<file path="src/rtl/fir_axil_pkg.sv">
// rtl/fir_axil_pkg.sv - shared FSM state type and FIR config register map for axil_cfg_master
package fir_axil_pkg;

  typedef enum logic [2:0] {
    IDLE,
    WR,
    RD_A,
    RD_D,
    RESP
  } axil_state_t;

  // FIR configuration register map
  localparam logic [11:0] AP_CTRL    = 12'h000;
  localparam logic [11:0] DATA_LEN   = 12'h010;
  localparam logic [11:0] TAP_BASE   = 12'h040;
  localparam int          TAP_STRIDE = 4;

  // ap_ctrl bit positions
  localparam int AP_START_BIT = 0;
  localparam int AP_DONE_BIT  = 1;
  localparam int AP_IDLE_BIT  = 2;

  // Address of coefficient tap number idx
  function automatic logic [11:0] tap_addr(input int idx);
    return TAP_BASE + 12'(idx * TAP_STRIDE);
  endfunction

endpackage

</file>
<file path="src/rtl/axil_chan_hold.sv">
// rtl/axil_chan_hold.sv - valid-hold / done-flag cell for one AXI-Lite address or data channel
module axil_chan_hold #(
  parameter int WIDTH = 32
) (
  input  logic             clk,
  input  logic             rst,
  input  logic             load,
  input  logic [WIDTH-1:0] load_data,
  input  logic             ready,
  input  logic             abort,
  output logic             valid,
  output logic [WIDTH-1:0] data,
  output logic             done
);

  logic done_q;

  // Raise valid with a fresh payload on load; drop it on its own handshake or on abort.
  // The payload register is only rewritten on load, so it stays stable while valid is high.
  always_ff @(posedge clk) begin
    if (rst) begin
      valid  <= 1'b0;
      done_q <= 1'b0;
      data   <= '0;
    end else if (load) begin
      valid  <= 1'b1;
      done_q <= 1'b0;
      data   <= load_data;
    end else if (abort) begin
      valid  <= 1'b0;
    end else if (valid && ready) begin
      valid  <= 1'b0;
      done_q <= 1'b1;
    end
  end

  // Done includes the handshake happening this cycle so the FSM can leave without an extra cycle
  assign done = done_q | (valid & ready);

endmodule

</file>
<file path="src/rtl/axil_cfg_master.sv">
// rtl/axil_cfg_master.sv - AXI4-Lite config initiator for the FIR; optional watchdog via AXIL_CFG_MASTER_TIMEOUT_EN
module axil_cfg_master #(
  parameter int pADDR_WIDTH = 12,
  parameter int pDATA_WIDTH = 32,
  parameter int pTIMEOUT    = 16
) (
  input  logic                   axis_clk,
  input  logic                   axis_rst,
  input  logic                   cmd_valid,
  output logic                   cmd_ready,
  input  logic                   cmd_we,
  input  logic [pADDR_WIDTH-1:0] cmd_addr,
  input  logic [pDATA_WIDTH-1:0] cmd_wdata,
  output logic                   rsp_valid,
  output logic [pDATA_WIDTH-1:0] rsp_rdata,
  output logic                   rsp_err,
  output logic                   busy,
  output logic [pADDR_WIDTH-1:0] awaddr,
  output logic                   awvalid,
  input  logic                   awready,
  output logic [pDATA_WIDTH-1:0] wdata,
  output logic                   wvalid,
  input  logic                   wready,
  output logic [pADDR_WIDTH-1:0] araddr,
  output logic                   arvalid,
  input  logic                   arready,
  input  logic [pDATA_WIDTH-1:0] rdata,
  input  logic                   rvalid,
  output logic                   rready
);

  import fir_axil_pkg::*;

  axil_state_t state, next_state;

  logic accept;
  logic aw_done, w_done, ar_done;
  logic timeout_hit;
  logic to_fire;
  logic [pDATA_WIDTH-1:0] rdata_q;

  assign accept = cmd_valid & cmd_ready;

  axil_chan_hold #(.WIDTH(pADDR_WIDTH)) u_aw (
    .clk       (axis_clk),
    .rst       (axis_rst),
    .load      (accept & cmd_we),
    .load_data (cmd_addr),
    .ready     (awready),
    .abort     (to_fire),
    .valid     (awvalid),
    .data      (awaddr),
    .done      (aw_done)
  );

  axil_chan_hold #(.WIDTH(pDATA_WIDTH)) u_w (
    .clk       (axis_clk),
    .rst       (axis_rst),
    .load      (accept & cmd_we),
    .load_data (cmd_wdata),
    .ready     (wready),
    .abort     (to_fire),
    .valid     (wvalid),
    .data      (wdata),
    .done      (w_done)
  );

  axil_chan_hold #(.WIDTH(pADDR_WIDTH)) u_ar (
    .clk       (axis_clk),
    .rst       (axis_rst),
    .load      (accept & ~cmd_we),
    .load_data (cmd_addr),
    .ready     (arready),
    .abort     (to_fire),
    .valid     (arvalid),
    .data      (araddr),
    .done      (ar_done)
  );

  // State register
  always_ff @(posedge axis_clk) begin
    if (axis_rst) state <= IDLE;
    else          state <= next_state;
  end

  // Next-state and handshake outputs; completion always wins over a coincident timeout
  always_comb begin
    next_state = state;
    cmd_ready  = 1'b0;
    rready     = 1'b0;
    rsp_valid  = 1'b0;
    busy       = 1'b1;
    to_fire    = 1'b0;
    case (state)
      IDLE: begin
        busy      = 1'b0;
        cmd_ready = 1'b1;
        if (cmd_valid) next_state = cmd_we ? WR : RD_A;
      end
      WR: begin
        if (aw_done && w_done) begin
          next_state = RESP;
        end else if (timeout_hit) begin
          next_state = RESP;
          to_fire    = 1'b1;
        end
      end
      RD_A: begin
        if (ar_done) begin
          next_state = RD_D;
        end else if (timeout_hit) begin
          next_state = RESP;
          to_fire    = 1'b1;
        end
      end
      RD_D: begin
        rready = 1'b1;
        if (rvalid) begin
          next_state = RESP;
        end else if (timeout_hit) begin
          next_state = RESP;
          to_fire    = 1'b1;
        end
      end
      RESP: begin
        rsp_valid  = 1'b1;
        next_state = IDLE;
      end
      default: next_state = IDLE;
    endcase
  end

  // Read-data capture; cleared on accept so writes and timeouts report zero
  always_ff @(posedge axis_clk) begin
    if (axis_rst)                        rdata_q <= '0;
    else if (accept)                     rdata_q <= '0;
    else if (state == RD_D && rvalid)    rdata_q <= rdata;
  end

  assign rsp_rdata = rdata_q;

`ifdef AXIL_CFG_MASTER_TIMEOUT_EN
  localparam int CNT_W = $clog2(pTIMEOUT + 1);
  localparam logic [CNT_W-1:0] LIMIT = CNT_W'(pTIMEOUT - 1);

  logic [CNT_W-1:0] cnt;
  logic             err_q;
  logic             active;

  assign active      = (state == WR) || (state == RD_A) || (state == RD_D);
  assign timeout_hit = active && (cnt >= LIMIT);

  // Per-transaction watchdog: counts in-flight cycles and saturates at the limit
  always_ff @(posedge axis_clk) begin
    if (axis_rst)                     cnt <= '0;
    else if (accept)                  cnt <= '0;
    else if (active && (cnt < LIMIT)) cnt <= cnt + 1'b1;
  end

  // Error flag for the response of the current transaction
  always_ff @(posedge axis_clk) begin
    if (axis_rst)     err_q <= 1'b0;
    else if (accept)  err_q <= 1'b0;
    else if (to_fire) err_q <= 1'b1;
  end

  assign rsp_err = err_q & rsp_valid;
`else
  logic unused_timeout;

  assign timeout_hit    = 1'b0;
  assign rsp_err        = 1'b0;
  assign unused_timeout = |32'(pTIMEOUT);
`endif

endmodule

</file>
<file path="config.mk">
export PLATFORM = sky130hd
export DESIGN_NAME = axil_cfg_master
export DESIGN_NICKNAME = d
export VERILOG_FILES = /design/src/rtl/fir_axil_pkg.sv /design/src/rtl/axil_chan_hold.sv /design/src/rtl/axil_cfg_master.sv
export SDC_FILE = /design/constraint.sdc
export NUM_CORES = 1
export LEC_CHECK = 0
export ABC_AREA = 0
export CELL_PAD_IN_SITES_DETAIL_PLACEMENT = 0
export CELL_PAD_IN_SITES_GLOBAL_PLACEMENT = 1
export CORE_UTILIZATION = 32
export CTS_CLUSTER_DIAMETER = 200
export DETAILED_ROUTE_END_ITERATION = 7
export PLACE_DENSITY_LB_ADDON = 0.1
export SYNTH_ARGS = -nofsm -noshare
export SYNTH_HDL_FRONTEND = slang
export SYNTH_HIERARCHICAL = 1
export SYNTH_SLANG_ARGS = --single-unit
export TNS_END_PERCENT = 1
</file>
<file path="constraint.sdc">
create_clock -name axis_clk -period 3.3 [get_ports axis_clk]
set_clock_uncertainty 0.2 [all_clocks]
set_input_delay 0.33 -clock axis_clk [delete_from_list [all_inputs] [get_ports axis_clk]]
set_output_delay 0.33 -clock axis_clk [all_outputs]
set_load 0.02 [all_outputs]
</file>
=== After elaboration in Yosys (flattened, before gate mapping) ===
Cells that the tools add are included.

* Bits in registers: 97
* Output and inout port bits: 96

* Equal/unequal tests: 8
* Muxes and demuxes: 16
* Bitwise gates (word level): 10
* Reduce and logical (&&, ||, !) cells: 13

{| class="wikitable"
|+ Operator list
! operator !! number
|-
| two-way mux 3 bit || 4
|-
| case mux 3 bit (4 select lines) || 1
|-
| two-way mux 1 bit || 10
|-
| inequality test 2 bit, second input constant || 4
|-
| AND 1 bit || 6
|-
| == test 3 x 2 -> 1 bit, second input constant || 2
|-
| nonzero test 2 bit || 3
|-
| OR reduction 2 bit || 3
|-
| logical AND 1 bit || 5
|-
| AND reduction 4 bit || 1
|-
| == test 3 x 1 -> 1 bit, second input constant || 1
|-
| == test 3 bit, second input constant || 1
|-
| logical NOT 3 bit || 1
|-
| bitwise OR 1 bit || 3
|-
| two-way mux 2 bit || 1
|-
| inverter 1 bit || 1
|}

=== Logic depth before layout (Yosys ltp) ===
Gate-level depths: netlist of the first run.

* Depth in word-level cells: 5
* Depth in mapped cells: 8
* Depth with buffers taken out: 5

=== Modules after synthesis ===
The synthesis of the first run kept the hierarchy.

{| class="wikitable"
|+ By module, submodules not included
! module !! instances !! cells each !! area each (µm²)
|-
| axil_cfg_master || 1 || 166 || 1463.9
|-
| axil_chan_hold at u_w || 1 || 114 || 1257.5
|-
| axil_chan_hold at u_ar ... || 2 || 49 || 516.7
|}

=== Worst setup path after synthesis of the first run ===
OpenSTA, ideal clock, no wires.

* Path kind: flip-flop to flip-flop
* Start: register state[0]
* End: register u_aw.data[0]
* Library setup time: 0.117 ns
* Data arrival time: 1.560 ns
* Setup slack: 1.423 ns
* Stages on the path, launching flop included: 9
* Period minus slack after synthesis: 1.877 ns
* Cells stage by stage: dfxtp_1 -> buf_6 -> nor3_4 -> nand2_1 -> nor2_1 -> buf_4 -> buf_6 -> mux2i_1 -> nor2_1

* Word-level cells in the longest chain between the ends: 4

{| class="wikitable"
|+ RTL lines
! what !! line !! RTL
|-
| start: declaration || axil_cfg_master.sv:34 || <nowiki>axil_state_t state, next_state;</nowiki>
|-
| start signal: assignment || axil_cfg_master.sv:83 || <nowiki>else state <= next_state;</nowiki>
|-
| logical NOT 3 bit || axil_cfg_master.sv:94 || <nowiki>case (state)</nowiki>
|-
| two-way mux 1 bit || axil_cfg_master.sv:94 ||
|-
| net cmd_ready || axil_cfg_master.sv:10 || <nowiki>output logic cmd_ready,</nowiki>
|-
| AND 1 bit || axil_cfg_master.sv:42 || <nowiki>assign accept = cmd_valid & cmd_ready;</nowiki>
|-
| AND 1 bit || axil_cfg_master.sv:47 || <nowiki>.load (accept & cmd_we),</nowiki>
|-
| end signal: assignment || axil_chan_hold.sv:28 || <nowiki>data <= load_data;</nowiki>
|-
| end: declaration || axil_chan_hold.sv:12 || <nowiki>output logic [WIDTH-1:0] data,</nowiki>
|}

The timed path passes the listed nets, and every way through them passes these cells.
A chain may end at the register's enable or synchronous reset.

=== Final worst setup path of the first run ===
* Start: register state[1]
* End: output rready

* Word-level cells in the longest chain between the ends: 2

{| class="wikitable"
|+ RTL lines
! what !! line !! RTL
|-
| == test 3 x 2 -> 1 bit || axil_cfg_master.sv:94 ||
|-
| two-way mux 1 bit || axil_cfg_master.sv:94 ||
|-
| end: declaration || axil_cfg_master.sv:29 || <nowiki>output logic rready</nowiki>
|}

No other way between the ends.

==> results of run 1 <==
registers in the layout, summed over array words and instances (netlist names):
signal / cells
u_w/done_q: 1
u_ar/valid: 1
u_aw/valid: 1
u_aw/done_q: 1
u_ar/done_q: 1
state: 3
u_ar/data: 12
u_w/valid: 1
rsp_rdata: 32
u_w/data: 32
u_aw/data: 12
cells in the final DEF, fill, tap and decap left out, types with 3 or more instances in the layout:
cell type	synthesis	routed
a21oi_1	17	17
clkbuf_1	2	5
clkdlybuf4s50_1	0	177
nand2_1	73	73
nand3b_1	3	3
nor2_1	58	57
a211oi_1	3	3
inv_1	8	8
dfxtp_1	97	97
or3b_1	3	3
buf_4	6	4
conb_1	1	7
mux2i_1	56	56
clkbuf_16	0	9
a21oi_2	19	19
worst max-delay path, stage by stage (launching register included):
cell and delay (ps):
dfxtp_1 580, and3b_2 260, clkdlybuf4s50_1 630
final cells by class:
type	count	area (sq um)
tap	143	179
timing repair buffer	183	1830
inverter	8	30.0
multi-input combinational	252	1550
clock buffer	15	258
fill	1129	5630
sequential	97	1940
routing by layer:
layer,vias up,share of wire
li1,1579,-
met1,1385,0.46
met2,118,0.43
met3,9,0.091
met4,0,0.016
met5,-,0
stage by stage:
step	setup WS [ps]	hold slack, ps	utilization	instances	area (sq um)
6_report	972	251	0.507	698	5780
4_1_cts	941	256	0.507	698	5780
2_1_floorplan	1420	192	-	384	3780
5_1_grt	856	265	0.507	698	5780
3_5_place_dp	971	247	0.484	683	5530
3_3_place_gp	1020	241	0.484	683	5530
cells by family after synthesis:
| group | count (synthesis) | synth area share |
|---|---|---|
| flops | 97 | 0.517 |
| other cells | 1 | 0.000999 |
| buf+inv | 35 | 0.0783 |
| mux | 56 | 0.149 |
| compound gates | 44 | 0.0856 |
| simple gates | 145 | 0.169 |
power breakdown:
| part | internal (mW) | leakage (nW) | switching, mW |
|---|---|---|---|
| logic | 0.217 | 1.13 | 0.179 |
| registers | 1.21 | 0.788 | 0.0264 |
| clock network | 0.529 | 0.124 | 0.405 |
| total | 1.96 | 2.05 | 0.610 |
worst max-delay path by stage:
stage	slack (ps)	cells after the start	start	endpoint
finish	970	2	state[1]	rready
global route	860	2	state[1]	rready
CTS	940	2	state[1]	rready
detailed placement	970	6	cmd_valid	u_aw/data[9]
global placement	1020	6	cmd_valid	u_aw/data[8]
floorplan	1420	8	state[0]	u_aw/data[0]
==> run metrics, run 1 <==
core footprint=approximately 11000 sq um; Pwr Total=2.57 mW; Fin. Hold Viols=0; pin count of the biggest net entering global routing=40; Root Buffer=clkbuf_16; Synth top cells by count=97 x dfxtp_1, 73 x nand2_1, 58 x nor2_1, 56 x mux2i_1, 19 x a21oi_2; H-tree Lvls=3; Final HPWL DP=6270 um; Initial Util=0.329; hold worst-path end=rsp_rdata[5]; TritonCTS clock tree=yes; PostCTS Resize Cnt=0; worst reg2reg path startpoint=state[0]; Layout area overhead=54.0%; Slew @ Worst Pin=590 ps; crit path DAT=1800 ps; synthesized area per cell=9.93 sq um; Total GRT Usage=0.147; die width=110 um; gr ovfl total=0; type of origin of the critical path=flop; final setup vio count=0; cell taking the most area after synthesis=dfxtp_1; most frequent cell after synthesis=dfxtp_1; PwrDens=444 nW/um^2; Routed Wire Length=9050 um; # clock sinks=a little under 100; Avg WL per Cell=13.0 um; FF-to-FF End=u_w/data[0]; Post-route DRC=0; routed via count=3091; global-route wire length before repair=between 10000 and 15000 um; crit end category=primary output; Ant. Diodes=0; hold path startpoint=rsp_rdata[5]; top_reg_cell synth=dfxtp_1; clock slew at reported path FFs=60 ps; FF+latch count, synth=97; fraction of registers with async set/reset=0; routed vias/inst=approximately 4.4; buffer count from post-CTS setup fixing=0; Max Slew Vio Count=0; vias in the first global route=2811; Synth warnings=6; cts hold-fix bufs=0; Max IR drop VDD=0.239 mV; Data required, critical path=~2800 ps; Post-Syn Instances=378; Worst-Skew Late Latency=330 ps; worst hold path cell count=2; CTS Buffer Depth=2; number of DRC markers in iteration 0=~160; final net count=635; drt pass-1 iters=4; M3 GR Usage=0.0482; M1 GR Usage=0.192; GP Congestion=between 0.6 and 0.7; Final min period=2330 ps; die span in y=roughly 110 um; FF-to-FF setup slack=between 1000 and 1500 ps; Post-synth EDFFs=0; share of cells above drive strength 1=0.0739; TNS Setup=0 ps; status=finished, final reports clean; num rows=39; Synth top area share=0.517; Top-Level Pins=180; unrepaired setup endpoints after global routing=no; R2R cell count=6; Final Cycle Share=0.705; Mapped Area=3750 sq um; met2 GRT Util=0.220; Die Area=12200 sq um; initial antenna violation count=0; cts bufs inserted=9; Antenna Violating Nets Remaining=0; worst-path fanout max=11; I/O Buffers=about 180; leakage=~2.0 nW; max frequency=~430 MHz; Top Usage Layer GRT=met2; Synth area leaders=dfxtp_1 52%, mux2i_1 15%, nand2_1 7.3%, nor2_1 5.8%, a21oi_2 4.4%; max_cap viols=0; Netlist cell types=30; critical path type=flop to primary output; min-delay worst type=flop to flop; Seq/Total Area, Yosys=0.517; Max-Slew Margin vs Limit=0.607
(Power assumes the default switching activity.)
==> run 2, diff against run 1 <==
--- a/config.mk
+++ b/config.mk
@@ -8,7 +8,7 @@
 export ABC_AREA = 0
 export CELL_PAD_IN_SITES_DETAIL_PLACEMENT = 0
 export CELL_PAD_IN_SITES_GLOBAL_PLACEMENT = 1
-export CORE_UTILIZATION = 32
+export CORE_UTILIZATION = 27
 export CTS_CLUSTER_DIAMETER = 200
 export DETAILED_ROUTE_END_ITERATION = 7
 export PLACE_DENSITY_LB_ADDON = 0.1
==> constraint.sdc (replaced) <==
create_clock -name axis_clk -period 1.9 [get_ports axis_clk]
set_clock_uncertainty 0.2 [all_clocks]
set_input_delay 0.19 -clock axis_clk [delete_from_list [all_inputs] [get_ports axis_clk]]
set_output_delay 0.19 -clock axis_clk [all_outputs]
set_load 0.02 [all_outputs]
==> run metrics, run 2 (synthesis results as in run 1) <==
status=finished, final reports clean; initial antenna violation count=0; Layout area overhead=59.6%; Root Buffer=clkbuf_16; Fin. Hold Viols=0; commonest non-fill, non-tap cell in the layout=clkdlybuf4s50_1; gr ovfl total=0; leakage=2.14 nW; min-delay worst type=primary input to flop; global-route wire length before repair=15400 um; Total GRT Usage=0.138; Post-route DRC=0; Ant. Diodes=0; Die Area=between 10000 and 15000 sq um; clock group share of total power=0.371; TritonCTS clock tree=yes; Reg power frac=0.468; clock slew at reported path FFs=60 ps; routed vias/inst=around 4.2; CTS Buffer Depth=2; Final HPWL DP=just under 7000 um; Comb power frac=0.161; # clock sinks=97; critical path type=flop to primary output; Avg WL per Cell=13.3 um; unrepaired setup endpoints after global routing=yes; NetSw=roughly 1.2 mW; internal power=approximately 3.4 mW; I/O Buffers=178; die span in y=120 um; Final Cycle Share=0.964; GP Congestion=0.691; Final Util=0.447; Max IR drop VDD=0.551 mV; final net count=645; Initial Util=0.280; dpl ws=54.2 ps; max frequency=546 MHz; cts hold-fix bufs=0; die width=120 um; num rows=42; most frequent cells in the layout=173 x clkdlybuf4s50_1, 95 x dfxtp_1, 72 x nand2_1, 57 x nor2_1, 56 x mux2i_1; Cells after DPL=724; H-tree Lvls=3; pin count of the biggest net entering global routing=66; max_cap viols=0; Final min period=1830 ps; Top-Level Pins=180; number of DRC markers in iteration 0=between 150 and 200; slowest cell on the critical path=dfxtp_2; vias in the first global route=slightly above 3000; Crit path largest cell delay=370 ps; Worst-Skew Late Latency=340 ps; Antenna Violating Nets Remaining=0; Max Slew Vio Count=0; worst-path fanout max=7; critical path cell sequence=nor3_4 -> buf_4 -> inv_1 -> dlygate4sd2_1; Non-Filler Instances=742; type of origin of the critical path=flop; crit path DAT=roughly 1400 ps; Data required, critical path=1510 ps; final setup margin=68.9 ps; FF-to-FF setup slack=~130 ps; final setup vio count=0; core footprint=around 13000 sq um; Routed Wire Length=9890 um; cts bufs inserted=9; drt pass-1 iters=5; share of cells above drive strength 1=0.104; sw frac=0.251; PwrDens=766 nW/um^2; crit end category=primary output; routed via count=between 3000 and 4000
-- run 2: changes by cell type in the layout (fill, tap and decap cells not counted), sizes merged --
cell,previous run,this run
clkbuf,15,12
dlygate4sd2,0,4
buf,6,15
clkdlybuf4s50,177,173
clkinv,0,4
clkinvlp,0,1
-- run 2: worst paths after layout --
kind,from,to,cells past startpoint
worst max-delay path,state[1],busy,4
worst min-delay path,axis_rst,rsp_rdata[18],3
worst max register to register,state[1],u_w/data[13],6
worst min register to register,rsp_rdata[6],rsp_rdata[6],2
-- run 2: through the flow --
stage / area [sq um] / hold slack [ps] / setup TNS [ps] / total power, mW
finish: 5990 / 40.9 / 0 / 4.59
global route: 5990 / 44.9 / -16.2 / 4.82
CTS: 5950 / 26.6 / 0 / 4.67
detailed placement: 5680 / 249 / 0 / 2.93
global placement: 5680 / 241 / 0 / 2.92
floorplan: 3780 / 52.4 / 0 / 2.56
-- run 2: timing repair --
item,in CTS,in global routing
setup endpoints to repair,4,37
buffers inserted,0,1
hold endpoints to repair,0,0
resized for setup,5,4
gates cloned,0,1
pin swaps,1,2
-- run 2: layout make-up --
class	count	area (sq um)
clock buffer	11	243
fill	1293	7410
sequential	97	1940
tap	176	220
multi-input combinational	252	1550
timing repair buffer	193	1970
inverter	8	30.0
clock inverter	5	31.3
-- run 2: worst max-delay path: cells and delay by family, from the launching register on --
kind | cells | cell delay (ps)
buf+inv | 3 | 480
flops | 1 | 370
simple gates | 1 | 250
-- run 2: power groups by stage --
| stage | sequential (mW) | clock [mW] | combinational [mW] |
|---|---|---|---|
| global route | 2.16 | 1.86 | 0.794 |
| finish | 2.15 | 1.70 | 0.740 |
| detailed placement | 2.19 | 0 | 0.734 |
| floorplan | 2.27 | 0 | 0.286 |
| CTS | 2.15 | 1.79 | 0.733 |
| global placement | 2.19 | 0 | 0.731 |
-- run 2: per-layer routing --
layer  track usage  vias up  wire (um)
met5             0        -          0
met4        0.0398        0        102
met3        0.0684        6        870
met2         0.210      112       4420
met1         0.170     1412       4500
li1              -     1595          -
==> run 3, diff against run 2 <==
--- a/config.mk
+++ b/config.mk
@@ -5,13 +5,13 @@
 export SDC_FILE = /design/constraint.sdc
 export NUM_CORES = 1
 export LEC_CHECK = 0
-export ABC_AREA = 0
 export CELL_PAD_IN_SITES_DETAIL_PLACEMENT = 0
 export CELL_PAD_IN_SITES_GLOBAL_PLACEMENT = 1
 export CORE_UTILIZATION = 27
 export CTS_CLUSTER_DIAMETER = 200
 export DETAILED_ROUTE_END_ITERATION = 7
 export PLACE_DENSITY_LB_ADDON = 0.1
+export SETUP_SLACK_MARGIN = 0.3
 export SYNTH_ARGS = -nofsm -noshare
 export SYNTH_HDL_FRONTEND = slang
 export SYNTH_HIERARCHICAL = 1
==> run metrics, run 3 (synthesis results as in run 1) <==
status=finished, final reports clean; max_cap viols=0; Top-Level Pins=180; final net count=652; Worst Path Buf+Inv=1; Avg WL per Cell=~14 um; worst setup path startpoint=state[2]; TritonCTS clock tree=yes; drt pass-1 iters=4; Post-route DRC=0; die span in y=~120 um; crit path DAT=1340 ps; initial antenna violation count=0; max frequency=577 MHz; critical path type=flop to primary output; I/O Buffers=178; clock slew at reported path FFs=60 ps; Initial Util=0.280; unrepaired setup endpoints after global routing=yes; die width=120 um; Total GRT Usage=0.141; cts bufs inserted=9; Fill cells=about 1300; critical path cell sequence=nor3b_1 -> dlygate4sd2_1; CTS Buffer Depth=2; global-route wire length before repair=15800 um; type of origin of the critical path=flop; pin count of the biggest net entering global routing=33; routed via count=approximately 3200; crit end category=primary output; Final min period=approximately 1700 ps; final setup vio count=0; GP Congestion=slightly above 0.7; worst-path fanout max=8; FF-to-FF setup slack=170 ps; worst reg2reg path startpoint=state[1]; PwrDens=746 nW/um^2; R2R cell count=7; Final Cycle Share=0.912; Crit path largest cell delay=slightly above 400 ps; slowest cell on the critical path=dfxtp_2; Max Slew Vio Count=0; gr ovfl total=0; vias in the first global route=3103; Pwr Total=approximately 4.5 mW; Layout area overhead=61.2%; commonest non-fill, non-tap cell in the layout=clkdlybuf4s50_1; min-delay worst type=primary input to flop; Max IR drop VDD=0.643 mV; most frequent cells in the layout=171 x clkdlybuf4s50_1, 94 x dfxtp_1, 72 x nand2_1, 57 x nor2_1, 55 x mux2i_1; Root Buffer=clkbuf_16; CP Capture Point=rsp_valid; register area=between 1500 and 2000 sq um; Data required, critical path=1510 ps; leakage=2.19 nW; share of cells above drive strength 1=0.114; num rows=42; Routed Wire Length=approximately 10000 um; routed vias/inst=4.25; Die Area=around 14000 sq um; Ant. Diodes=0; Top delay family on crit path=flip-flops; H-tree Lvls=3; core footprint=13400 sq um; Antenna Violating Nets Remaining=0; number of DRC markers in iteration 0=184; FF-to-FF End=u_w/data[22]; # clock sinks=97; multi-input logic area=1560 sq um; TNS Setup=0 ps; Fin. Hold Viols=0; Worst-Skew Late Latency=340 ps; instance count on the critical path=2; Final HPWL DP=7050 um
[run 3: tightest hold or removal path, stage by stage]
cell	delay, ps
clkdlybuf4s50_1	400
nand2_1	50
a21oi_1	50
[run 3: how the worst min path moves through the flow]
stage	start	end	slack [ps]	depth (start not counted)
CTS	rdata[31]	rsp_rdata[31]	180	3
global route	rdata[12]	rsp_rdata[12]	190	3
global placement	rsp_rdata[24]	rsp_rdata[24]	240	2
floorplan	axis_rst	u_ar/valid	50	1
finish	rdata[31]	rsp_rdata[31]	190	3
detailed placement	rsp_rdata[27]	rsp_rdata[27]	250	2
[run 3: cell type report]
| class | count | area share |
|---|---|---|
| multi-input combinational | 252 | 0.257 |
| timing repair buffer | 200 | 0.340 |
| inverter | 8 | 0.00496 |
| clock buffer | 10 | 0.0378 |
| sequential | 97 | 0.322 |
| clock inverter | 2 | 0.00165 |
| tap | 176 | 0.0364 |
[run 3: repair_timing]
item / CTS / global route
hold endpoints to repair: 5 / 0
cloned: 0 / 2
endpoints found under the setup margin: 152 / 151
hold buffers: 1 / 0
resized for setup: 12 / 10
buffers inserted: 0 / 1
pin swaps: 0 / 2
[run 3: where the power goes]
group	switching, mW	leakage, nW	internal [mW]
clock	0.739	0.120	0.854
combinational	0.337	1.28	0.434
sequential	0.0435	0.789	2.11
[run 3: layer usage]
layer / share of wire / GRT usage
met1: 0.46 / 0.173
met2: 0.45 / 0.217
met3: 0.080 / 0.0675
met4: 0.0087 / 0.0398
met5: 0 / 0
[run 3: through the flow]
stage	cells	util	worst slack, ps	hold slack (ps)	cell area (sq um)
6_report	745	0.452	166	192	6050
5_1_grt	745	0.452	85.7	188	6050
4_1_cts	742	0.444	130	179	5950
3_5_place_dp	729	0.426	62.2	248	5700
3_3_place_gp	729	0.426	104	242	5700
2_1_floorplan	384	-	23.0	52.4	3780
